$ cat config.mk
export PLATFORM = sky130hd
export DESIGN_NAME = pipeline_controller
export DESIGN_NICKNAME = d
export VERILOG_FILES = /design/src/rtl/pipeline_controller_pkg.sv /design/src/rtl/pipeline_controller_hazard_detect.sv /design/src/rtl/pipeline_controller.sv
export SDC_FILE = /design/constraint.sdc
export NUM_CORES = 1
export LEC_CHECK = 0
export ABC_AREA = 1
export CAP_MARGIN = 20
export CORE_ASPECT_RATIO = 2
export CORE_UTILIZATION = 43
export CTS_CLUSTER_SIZE = 28
export DETAILED_ROUTE_END_ITERATION = 10
export PLACE_DENSITY = 0.88
export REMOVE_ABC_BUFFERS = 1
export SETUP_SLACK_MARGIN = 0.02
export SLEW_MARGIN = 20
export SYNTH_ARGS = -nofsm -noshare
export SYNTH_HDL_FRONTEND = slang
export SYNTH_HIERARCHICAL = 1
export SYNTH_SLANG_ARGS = --single-unit
$ cat constraint.sdc
create_clock -name clk -period 4 [get_ports clk]
set_input_delay 0.8 -clock clk [delete_from_list [all_inputs] [get_ports clk]]
set_output_delay 0.8 -clock clk [all_outputs]
set_load 0.02 [all_outputs]
$ cat src/rtl/pipeline_controller_pkg.sv
// Shared types for the five-stage rv32i pipeline controller.
package pipeline_controller_pkg;

  localparam int unsigned XLEN = 32;

  typedef enum logic {
    RUN      = 1'b0,
    MEM_WAIT = 1'b1
  } pipe_state_t;

  typedef enum logic [1:0] {
    REG_WRITE_FROM_COMPUTE = 2'd0,
    REG_WRITE_FROM_MEMORY  = 2'd1,
    REG_WRITE_FROM_PC      = 2'd2,
    REG_WRITE_FROM_IMM     = 2'd3
  } reg_write_source;

endpackage

$ cat src/rtl/pipeline_controller_hazard_detect.sv
// Combinational load-use and taken-jump detection between decode and compute.
module pipeline_controller_hazard_detect #(
  parameter int unsigned REG_ADDR_W = 5
) (
  input  logic                  v_d_i,
  input  logic                  v_c_i,
  input  logic                  d_rs1_used_i,
  input  logic                  d_rs2_used_i,
  input  logic [REG_ADDR_W-1:0] d_rs1_i,
  input  logic [REG_ADDR_W-1:0] d_rs2_i,
  input  logic                  c_rd_enable_i,
  input  logic                  c_rd_is_mem_i,
  input  logic [REG_ADDR_W-1:0] c_rd_i,
  input  logic                  c_jump_taken_i,
  output logic                  lu_c_o,
  output logic                  jt_c_o
);

  logic rs1_hit;
  logic rs2_hit;
  logic load_in_c;

  assign rs1_hit   = d_rs1_used_i && (d_rs1_i == c_rd_i);
  assign rs2_hit   = d_rs2_used_i && (d_rs2_i == c_rd_i);
  // x0 never carries a real value, so a load into it cannot create a hazard
  assign load_in_c = v_c_i && c_rd_enable_i && c_rd_is_mem_i && (c_rd_i != '0);

  assign lu_c_o = v_d_i && load_in_c && (rs1_hit || rs2_hit);
  assign jt_c_o = v_c_i && c_jump_taken_i;

endmodule

$ cat src/rtl/pipeline_controller.sv
// Stage-valid tracking, hazard stalls, jump squash, memory freeze and
// performance counters for the F/D/C/M/W pipeline.
module pipeline_controller
  import pipeline_controller_pkg::*;
#(
  parameter int unsigned REG_ADDR_W = 5,
  parameter int unsigned CNT_W      = 32
) (
  input  logic                  clk,
  input  logic                  reset,
  input  logic                  d_rs1_used,
  input  logic                  d_rs2_used,
  input  logic [REG_ADDR_W-1:0] d_rs1,
  input  logic [REG_ADDR_W-1:0] d_rs2,
  input  logic                  c_rd_enable,
  input  logic                  c_rd_is_load,
  input  logic [REG_ADDR_W-1:0] c_rd,
  input  logic                  c_jump_taken,
  input  logic [XLEN-1:0]       c_jump_addr,
  input  logic                  m_access,
  input  logic                  mem_ready,
  output logic                  fetch_enable,
  output logic                  decode_enable,
  output logic                  compute_enable,
  output logic                  mem_enable,
  output logic                  wb_enable,
  output logic                  hold_fd,
  output logic                  pc_redirect,
  output logic [XLEN-1:0]       pc_redirect_addr,
  output logic [CNT_W-1:0]      instret,
  output logic [CNT_W-1:0]      bubbles
);

  pipe_state_t      state_q, state_d;
  logic             v_d_q, v_c_q, v_m_q, v_w_q;
  logic             v_d_d, v_c_d, v_m_d, v_w_d;
  logic [CNT_W-1:0] instret_q, instret_d;
  logic [CNT_W-1:0] bubbles_q, bubbles_d;

  reg_write_source  c_src;
  logic             c_is_mem;
  logic             lu;
  logic             jt;
  logic             mem_wait;

  assign c_src    = c_rd_is_load ? REG_WRITE_FROM_MEMORY : REG_WRITE_FROM_COMPUTE;
  assign c_is_mem = (c_src == REG_WRITE_FROM_MEMORY);

  pipeline_controller_hazard_detect #(
    .REG_ADDR_W (REG_ADDR_W)
  ) u_hazard_detect (
    .v_d_i          (v_d_q),
    .v_c_i          (v_c_q),
    .d_rs1_used_i   (d_rs1_used),
    .d_rs2_used_i   (d_rs2_used),
    .d_rs1_i        (d_rs1),
    .d_rs2_i        (d_rs2),
    .c_rd_enable_i  (c_rd_enable),
    .c_rd_is_mem_i  (c_is_mem),
    .c_rd_i         (c_rd),
    .c_jump_taken_i (c_jump_taken),
    .lu_c_o         (lu),
    .jt_c_o         (jt)
  );

  assign mem_wait       = v_m_q && m_access && !mem_ready;
  assign fetch_enable   = !reset;
  assign decode_enable  = v_d_q;
  assign compute_enable = v_c_q;
  assign mem_enable     = v_m_q;
  assign wb_enable      = v_w_q && !mem_wait;
  assign instret        = instret_q;
  assign bubbles        = bubbles_q;

  always_ff @(posedge clk or posedge reset) begin
    if (reset) begin
      state_q   <= RUN;
      v_d_q     <= 1'b0;
      v_c_q     <= 1'b0;
      v_m_q     <= 1'b0;
      v_w_q     <= 1'b0;
      instret_q <= '0;
      bubbles_q <= '0;
    end else begin
      state_q   <= state_d;
      v_d_q     <= v_d_d;
      v_c_q     <= v_c_d;
      v_m_q     <= v_m_d;
      v_w_q     <= v_w_d;
      instret_q <= instret_d;
      bubbles_q <= bubbles_d;
    end
  end

  always_comb begin
    state_d          = state_q;
    v_d_d            = v_d_q;
    v_c_d            = v_c_q;
    v_m_d            = v_m_q;
    v_w_d            = v_w_q;
    instret_d        = instret_q;
    bubbles_d        = bubbles_q;
    hold_fd          = 1'b0;
    pc_redirect      = 1'b0;
    pc_redirect_addr = '0;

    case (state_q)
      RUN:      if (mem_wait)  state_d = MEM_WAIT;
      MEM_WAIT: if (mem_ready) state_d = RUN;
      default:                 state_d = RUN;
    endcase

    // A pending jump stays in C while frozen and redirects once memory releases
    if (mem_wait) begin
      hold_fd = 1'b1;
    end else begin
      v_w_d = v_m_q;
      v_m_d = v_c_q;
      if (jt) begin
        pc_redirect      = 1'b1;
        pc_redirect_addr = c_jump_addr;
        v_d_d            = 1'b0;
        v_c_d            = 1'b0;
      end else if (lu) begin
        hold_fd = 1'b1;
        v_c_d   = 1'b0;
      end else begin
        v_d_d = 1'b1;
        v_c_d = v_d_q;
      end
      if (!v_c_d) bubbles_d = bubbles_q + CNT_W'(1);
    end

    if (wb_enable) instret_d = instret_q + CNT_W'(1);
  end

endmodule

-- After elaboration in Yosys (flattened, before gate mapping)
Cells that the tools add are included.
- register bits after elaboration: 68
- latch bits: 0
- memory bits (writable): 0
- memory bits (read-only): 0
- input bits: 56
- output and inout port bits: 103
- logic and storage cells: 45
- memories kept: 0
- add/sub/neg operators: 2
- multipliers: 0
- div/mod/pow operators: 0
- magnitude comparators: 0
- equal/unequal tests: 4
- shift-type cells: 0
- mux-type cells: 13
- bitwise gates (word level): 2
- reduce and logical (&&, ||, !) cells: 18
- operators by type and width (kind ; count):
    $add 32x1->32 const B ; 2
    $mux 32 ; 2
    $logic_and 1x1->1 ; 11
    $mux 1 ; 11
    $eq 5x5->1 ; 2
    $reduce_bool 5->1 ; 1
    $reduce_and 2->1 ; 2
    $logic_not 1->1 ; 3
    $ne 2x1->1 const B ; 1
    $not 1->1 ; 2
    $eq 1x1->1 const B ; 1
    $logic_or 1x1->1 ; 1

-- Logic depth before layout (Yosys ltp)
- word-level depth: 11
- gate-level depth with buffers: 15
- mapped depth without buffers: 15

-- Hierarchy
The synthesis kept the hierarchy.
- by module, submodules not included (module ; times used ; cells an instance ; area an instance (µm²)):
    pipeline_controller ; 1 ; 563 ; 4159.0
    pipeline_controller_hazard_detect ; 1 ; 59 ; 234.0

-- Worst setup path after synthesis
Ideal clock, no wire load.
- path type: input to output
- start point: input reset
- end point: output fetch_enable
- arrival: 2318 ps
- data required time: 3200 ps
- path slack: 882 ps
- stages on the path: 1
- path through: inv_1
- cells in the longest elaborated chain, start to end: 1
- RTL lines (item ; line ; text):
    start: declaration ; pipeline_controller.sv:10 ; input logic reset,
    $logic_not 1->1 (no line) ; -- ;
    end: declaration ; pipeline_controller.sv:22 ; output logic fetch_enable,
No other way between the ends.

-- Worst setup path after layout
- start point: input c_rd[4]
- end point: output hold_fd
- cells in the longest elaborated chain, start to end: 7
- elaborated cells on any way between the ends: 12
- RTL lines (item ; line ; text):
    start: declaration ; pipeline_controller.sv:17 ; input logic [REG_ADDR_W-1:0] c_rd,
    $eq 5x5->1, or another cell as far along ; pipeline_controller_hazard_detect.sv:23 ; assign rs1_hit = d_rs1_used_i && (d_rs1_i == c_rd_i);
    $logic_and 1x1->1, on equally long branches ; pipeline_controller_hazard_detect.sv:23, pipeline_controller_hazard_detect.sv:24, pipeline_controller_hazard_detect.sv:26 ;
    $logic_or 1x1->1 / $logic_and 1x1->1 (equally long branches) ; pipeline_controller_hazard_detect.sv:28 ; assign lu_c_o = v_d_i && load_in_c && (rs1_hit || rs2_hit);
    $logic_and 1x1->1 (*) ; pipeline_controller_hazard_detect.sv:28 ;
    named net lu ; pipeline_controller.sv:42 ; logic lu;
    $mux 1 (*) ; pipeline_controller.sv:124 ; end else if (lu) begin
    $mux 1 (*) ; pipeline_controller.sv:119 ; if (jt) begin
    $mux 1 (*) ; pipeline_controller.sv:114 ; if (mem_wait) begin
    end: declaration ; pipeline_controller.sv:27 ; output logic hold_fd,
Mark *: on every way through the listed nets, which the timed path passes. The rest lies on a longest branch.

==> qor.txt <==
Die Ht: 145 µm
Max Transition Viols Final: 0
Proportion of synthesized area in mux cells: 0%
DRC marker count from the first detailed-route iteration: 194
Reported max-cap violation count: 0
TritonCTS clock tree: done
Resized Gates After CTS: 0
PD cells: 411 nW/µm²
Origin of the worst setup path: c_rd[4]
Die width: 73.5 µm
Outcome: finished, final reports clean
Tightest Hold Check Type: reg -> reg
Post-CTS Setup Inserts: 0
Clock-pin slew on the worst setup and hold paths: 0.05 ns
Number of detailed-route iterations in the first pass: 4
Final Instance Area: 6380 µm²
Quantity of hold-fixing buffers added after cts: 0
Actual slew at the worst max-slew pin: 0.484 ns
Hold_ws: 0.505 ns
Root buffer cell: sky130_fd_sc_hd__clkbuf_16
Initial Utilization: 44.7%
WP data arrival: 2.70 ns
Final Cycle Share: 87.6%
Diodes inserted: 0
Unrepaired setup endpoints after global routing: no
Area inside the core boundary: 9830 µm²
Number of core rows: 51
Most frequent standard cell in the layout excluding fill and tap cells: sky130_fd_sc_hd__nand2_1
Standby leakage power: 2.84 nW
Largest family of logic cells by synthesized area: simple AND/OR/NAND/NOR gates
Final setup violating endpoints: 0
Placed cell areas: 6100 µm²
Maximum clock skew at final layout: 0.00939 ns
Drt via density: 4.84
Top-level I/O count: 159
FF-to-FF path depth: 10
Hold violation total from the final report: 0
Post-synth top area cell: sky130_fd_sc_hd__dfrtp_1
DP Wirelength: 9.94 mm
End point of the critical path: hold_fd
Buffers added on ports: 158
Wire length after detailed routing: 12.7 mm
DRC: 0
Antenna-violating nets left: 0
Initial antenna violation count: 0
Area of the mapped netlist: 4390 µm²
Distinct cell type count of the synthesized netlist: 34
Critical Path RT: 3.20 ns
Final #Nets: 843
Pin count of the biggest net entering global routing: 37
Max Buffers Root-to-Sink: 2
Area Growth Syn to Fin: 45.3%
Clock latency at the later pin of the worst-skew pair: 0.33 ns
Time the final worst path needs with I/O delays and setup: 3.50 ns
Average wire per cell in the routed design: 13.8 µm
Element type at the critical path end: output pin
Top cell type's share of synthesized area: 38.7%
Share of synthesized cell area in and, or, nand and nor gates: 44.2%
Dominant synthesized flop cell: sky130_fd_sc_hd__dfrtp_1
Portion of the post-synthesis area used by sequential elements: 38.7%
Global-route wire length before repair: 20.3 mm
Area of the die: 10600 µm²
Count of flip-flops with a built-in enable after synthesis: 0
Average size of a mapped cell: 7.06 µm²
Leading cell types in the layout, fill and taps excluded: sky130_fd_sc_hd__nand2_1, sky130_fd_sc_hd__clkdlybuf4s50_1, sky130_fd_sc_hd__nor2_1, sky130_fd_sc_hd__inv_1, sky130_fd_sc_hd__dfrtp_1
Share of synthesized registers carrying an async set or reset: 100%
Layout cell share with drive strength beyond 1: 9.63%
Xor and xnor fraction of the mapped netlist area: 7.09%
Area share of fa/ha/maj cells after synthesis: 0.570%
Instance count of the mapped netlist: 622
Via count: 4458
Fill cell instance count of the final layout: 838
Synthesis warning total: 6
Crit path max fanout: 3
Worst R2R End: bubbles[20]
Global route overflow: 0
Number of buffers created by CTS: 9
GRT Total Usage: 25.0%
Fin Setup TNS: 0 ns
Seq cells post-synth: 68
Setup slack of the most critical reg-to-reg path: 2.10 ns
Area fraction in compound gates after synthesis: 1.14%
Number of global-route vias before repair: 4256
Type of the setup path with the least slack: in -> out
Headroom to the max-slew limit: 67.7%
Kind of launch point of the worst setup path: input pin
Maximum clock frequency: 286 MHz
GPL Wtd Cong: 0.905
Tot Pwr: 2.62 mW
Startpoint of the worst-slack reg-to-reg timing path: compute_enable
Cell types occupying the most area after synthesis: sky130_fd_sc_hd__dfrtp_1, sky130_fd_sc_hd__nand2_1, sky130_fd_sc_hd__nor2_1
CTS sink count: 68
H-tree levels: 3
Max rail drop VDD: 0.276 mV
==> cells by family after synthesis <==
family,after synthesis
AND/OR/NAND/NOR,422
buffers and inverters,87
flip-flops,68
XOR/XNOR,33
AO/OA/AOI/OAI,10
adder cells (fa/ha/maj),2
==> Yosys cell counts (5+ instances only) <==
cell,instances
sky130_fd_sc_hd__nor2_4,7
sky130_fd_sc_hd__nand4_1,18
sky130_fd_sc_hd__inv_1,70
sky130_fd_sc_hd__nor2_1,95
sky130_fd_sc_hd__xnor2_1,11
sky130_fd_sc_hd__nand2_2,12
sky130_fd_sc_hd__nand3_1,29
sky130_fd_sc_hd__nand3b_1,9
sky130_fd_sc_hd__nand2_1,218
sky130_fd_sc_hd__xor2_1,19
sky130_fd_sc_hd__inv_2,5
sky130_fd_sc_hd__nor2_2,17
sky130_fd_sc_hd__o21ai_0,5
sky130_fd_sc_hd__dfrtp_1,68
==> layout make-up <==
type	instances	area, µm²	share of cell area, %
timing repair buffer	162	1610	25.2
multi-input combinational	467	2330	36.5
clock buffer	11	253	3.96
tap	132	165	2.59
clock inverter	4	32.5	0.510
sequential	68	1700	26.7
inverter	77	292	4.57
==> critical path, cell delays in order <==
cell                              delay (ns)
sky130_fd_sc_hd__clkdlybuf4s50_1        0.53
sky130_fd_sc_hd__inv_2                  0.06
sky130_fd_sc_hd__nand2_1                0.06
sky130_fd_sc_hd__nand2_1                0.07
sky130_fd_sc_hd__nor2_2                 0.10
sky130_fd_sc_hd__nand3_1                0.06
sky130_fd_sc_hd__a21oi_1                0.14
sky130_fd_sc_hd__inv_1                  0.08
sky130_fd_sc_hd__o21ai_0                0.14
sky130_fd_sc_hd__clkdlybuf4s50_1        0.65
==> sequential cells by signal (all words and copies together) (netlist names) <==
signal,count
v_w_q,1
bubbles,32
decode_enable,1
compute_enable,1
instret,32
mem_enable,1
==> layer usage <==
layer	global-route usage (%)	vias to the layer above	routed length (µm)
li1	-	2235	-
met1	23.5	2024	4270
met2	46.0	159	6940
met3	6.32	40	781
met4	14.5	0	702
met5	0	-	0
==> worst min-delay path by stage <==
stage                      startpoint           to  depth (start not counted)
after floorplan                 v_w_q        v_w_q                          2
after global placement    bubbles[31]  bubbles[31]                          2
after detailed placement   instret[6]   instret[6]                          1
after CTS                  instret[6]   instret[6]                          1
after global routing       instret[3]   instret[3]                          1
final                      instret[6]   instret[6]                          1
==> report_power, final <==
group | internal, mW | switching [mW] | leakage, nW
combinational | 0.414 | 0.565 | 1.85
clock | 0.454 | 0.302 | 0.135
sequential | 0.779 | 0.110 | 0.856
==> through the flow <==
step	std cells	worst slack, ns	util, %
2_1_floorplan	612	0.882	-
3_3_place_gp	906	0.510	62.1
3_5_place_dp	906	0.491	62.1
4_1_cts	921	0.487	65.0
5_1_grt	921	0.308	65.0
6_report	921	0.498	65.0
No activity file was read; power rests on OpenSTA's default activity.
==> RTL edit, RTL diff (same settings) <==
Make the reset (`reset`) synchronous in one clocked block.
--- a/src/rtl/pipeline_controller.sv
+++ b/src/rtl/pipeline_controller.sv
@@ -72,7 +72,7 @@
   assign instret        = instret_q;
   assign bubbles        = bubbles_q;
 
-  always_ff @(posedge clk or posedge reset) begin
+  always_ff @(posedge clk) begin
     if (reset) begin
       state_q   <= RUN;
       v_d_q     <= 1'b0;
Behaviour: differs if reset is asserted again (counterexample within 4 cycles, from zero or initial values and one cycle with reset high); with reset held inactive, the same outputs for 10 cycles.
==> RTL edit against the unedited design <==
  * Non-clock buffer count did not move
  * Design area fell by 1.5%
  * Maximum frequency rose by 1.1%
  * Clock skew fell by 0.0021 ns
  * Critical path depth did not move
  * Critical endpoint unchanged
  * Die area fell by 2.8%
  * Synthesized cell count rose by 14%
  * Worst setup slack improved by 0.039 ns
  * Synthesized area fell by 2.8%
  * Sequential cell count did not move
  * Wire length rose by 3.7%
Power is not compared: it rests on default switching activity, and its combinational part moved more than twofold at a synthesized area within 25%.
==> RTL edit: results (changes against the unedited design) <==
reg2reg start decode_enable$_SDFFE_PP0P_; DRT met1 WL 4.43 mm (+3.8%); async set-reset flop share out of synthesis 0% (-100 points); r2r endpoint bubbles[22]$_SDFFE_PP0P_; relative slew slack 73.4% (+5.7 points); Worst Path Class, Setup input pin to output pin; ys flop type dfxtp_1; first-pass GRT wire length 20.6 mm (+1.2%); max layer used met4; largest net degree at the start of global routing 38 (+2.7%); Synth area leaders dfxtp_1 (32%), nand2_1 (17%), nor2_1 (12%); Nets 921 (+9.3%); H-tree levels 3 (unchanged); grt met3 use 5.50% (-0.81 points); DR WL/cell 13.2 um (-4.5%); number of distinct library cells after synthesis 34 (unchanged); post-route insts no fill 1,000 (+8.6%); clk root buf clkbuf_16; Post-CTS Resized 0 (unchanged); critical path's slowest cell clkdlybuf4s50_1; Worst-path clk slew 0.06 ns; sequential-to-total area share from yosys stat 31.9% (-6.8 points); Place WS 0.548 ns (+0.0572 ns); via count 4,974 (+12%); Hold Path End bubbles[4]$_SDFFE_PP0P_; met3 wire len 994 um (+27%); CTS Buf Count 9 (unchanged); filler cell count 902 (+7.6%); status finished, final reports clean; VDD IR max 0.000296 V; Placed Instance Area 5990 sq um (-1.8%); Cells after Synth 706 (+14%); R2R depth 10 (unchanged); # Post-CTS Setup Buffers 0 (unchanged); most frequent cells after synthesis nand2_1 (195), nor2_1 (141), inv_1 (90), dfxtp_1 (68), nand3_1 (48); Worst EP arrival 2.66 ns (-0.04 ns); dpl cells 984 (+8.6%); met2 GRT Util 49.4% (+3.4 points); YS warnings 6 (unchanged); crit-path max cell delay 0.63 ns (-0.02 ns); Pleak 2.47 nW; hold path depth 2 (+1); drt first-iter violations 208 (+7.2%); DR pass1 iterations 4 (unchanged); Placer Congestion 0.899 (-0.71%); metal2 WL 6.98 mm (+0.56%); dpl hpwl 10.3 mm (+3.8%); GRT met1 Usage 22.2% (-1.3 points); layout cells sized above 1 7.03% (-2.6 points); PortBufs 158 (unchanged); vias in the first global route 4,671 (+9.8%); share of the synthesized area in the top cell type 31.9% (-6.8 points); total track usage 25.6% (+0.66 points); Worst Hold Launch bubbles[4]$_SDFFE_PP0P_; Layout Skew 0.00732 ns (-0.00207 ns)
## RTL edit: changes by cell type after synthesis, sizes merged, moves of 12 or more
cell,delta
xnor2,-12
dfrtp,-68
a21oi,+22
o21ai,+19
dfxtp,+68
nand2,-32
nor2,+37
nand3,+22
inv,+22
## RTL edit: area by class of cell
| cell class | instances | share of cell area (%) |
|---|---|---|
| Timing Repair Buffer | 162 | 26.0 |
| Inverter | 99 | 5.93 |
| Tap cell | 132 | 2.63 |
| Sequential cell | 68 | 21.6 |
| Multi-Input combinational cell | 523 | 39.0 |
| Clock buffer | 12 | 4.08 |
| Clock inverter | 4 | 0.756 |
## RTL edit: where the power goes
part,internal (W),switching (W)
Combinational,0.0000982,0.0000941
Sequential,0.000684,0.00000684
Clock,0.000514,0.000287
## RTL edit: worst max path at each step
stage | to | slack [ns]
6_report | hold_fd | 0.54
5_1_grt | hold_fd | 0.40
4_1_cts | hold_fd | 0.54
3_5_place_dp | hold_fd | 0.55
3_3_place_gp | hold_fd | 0.57
2_1_floorplan | pc_redirect_addr[0] | 1.43
## RTL edit: stage by stage
step | utilization, % | hold slack (ns) | power [W]
after detailed placement | 61.7 | 0.463 | 0.000898
final | 64.9 | 0.475 | 0.00168
after floorplan | - | 0.540 | 0.000782
after global routing | 64.9 | 0.520 | 0.00174
after global placement | 61.7 | 0.469 | 0.000896
after CTS | 64.9 | 0.473 | 0.00170
## RTL edit: kinds of logic after synthesis
kind of cell    Yosys count  synth area share, %
compound gates           58                 7.15
xor+xnor                 10                 2.05
fa+ha+maj                 2                0.586
buf+inv                 115                 10.7
flops                    68                 31.9
simple gates            453                 47.6
## RTL edit: worst max-delay path, delay by kind of cell
family                 cells  cell delay (ns)
AOI/OAI and AO/OA          2             0.28
and+or+nand+nor            4             0.30
buffers and inverters      4             1.29
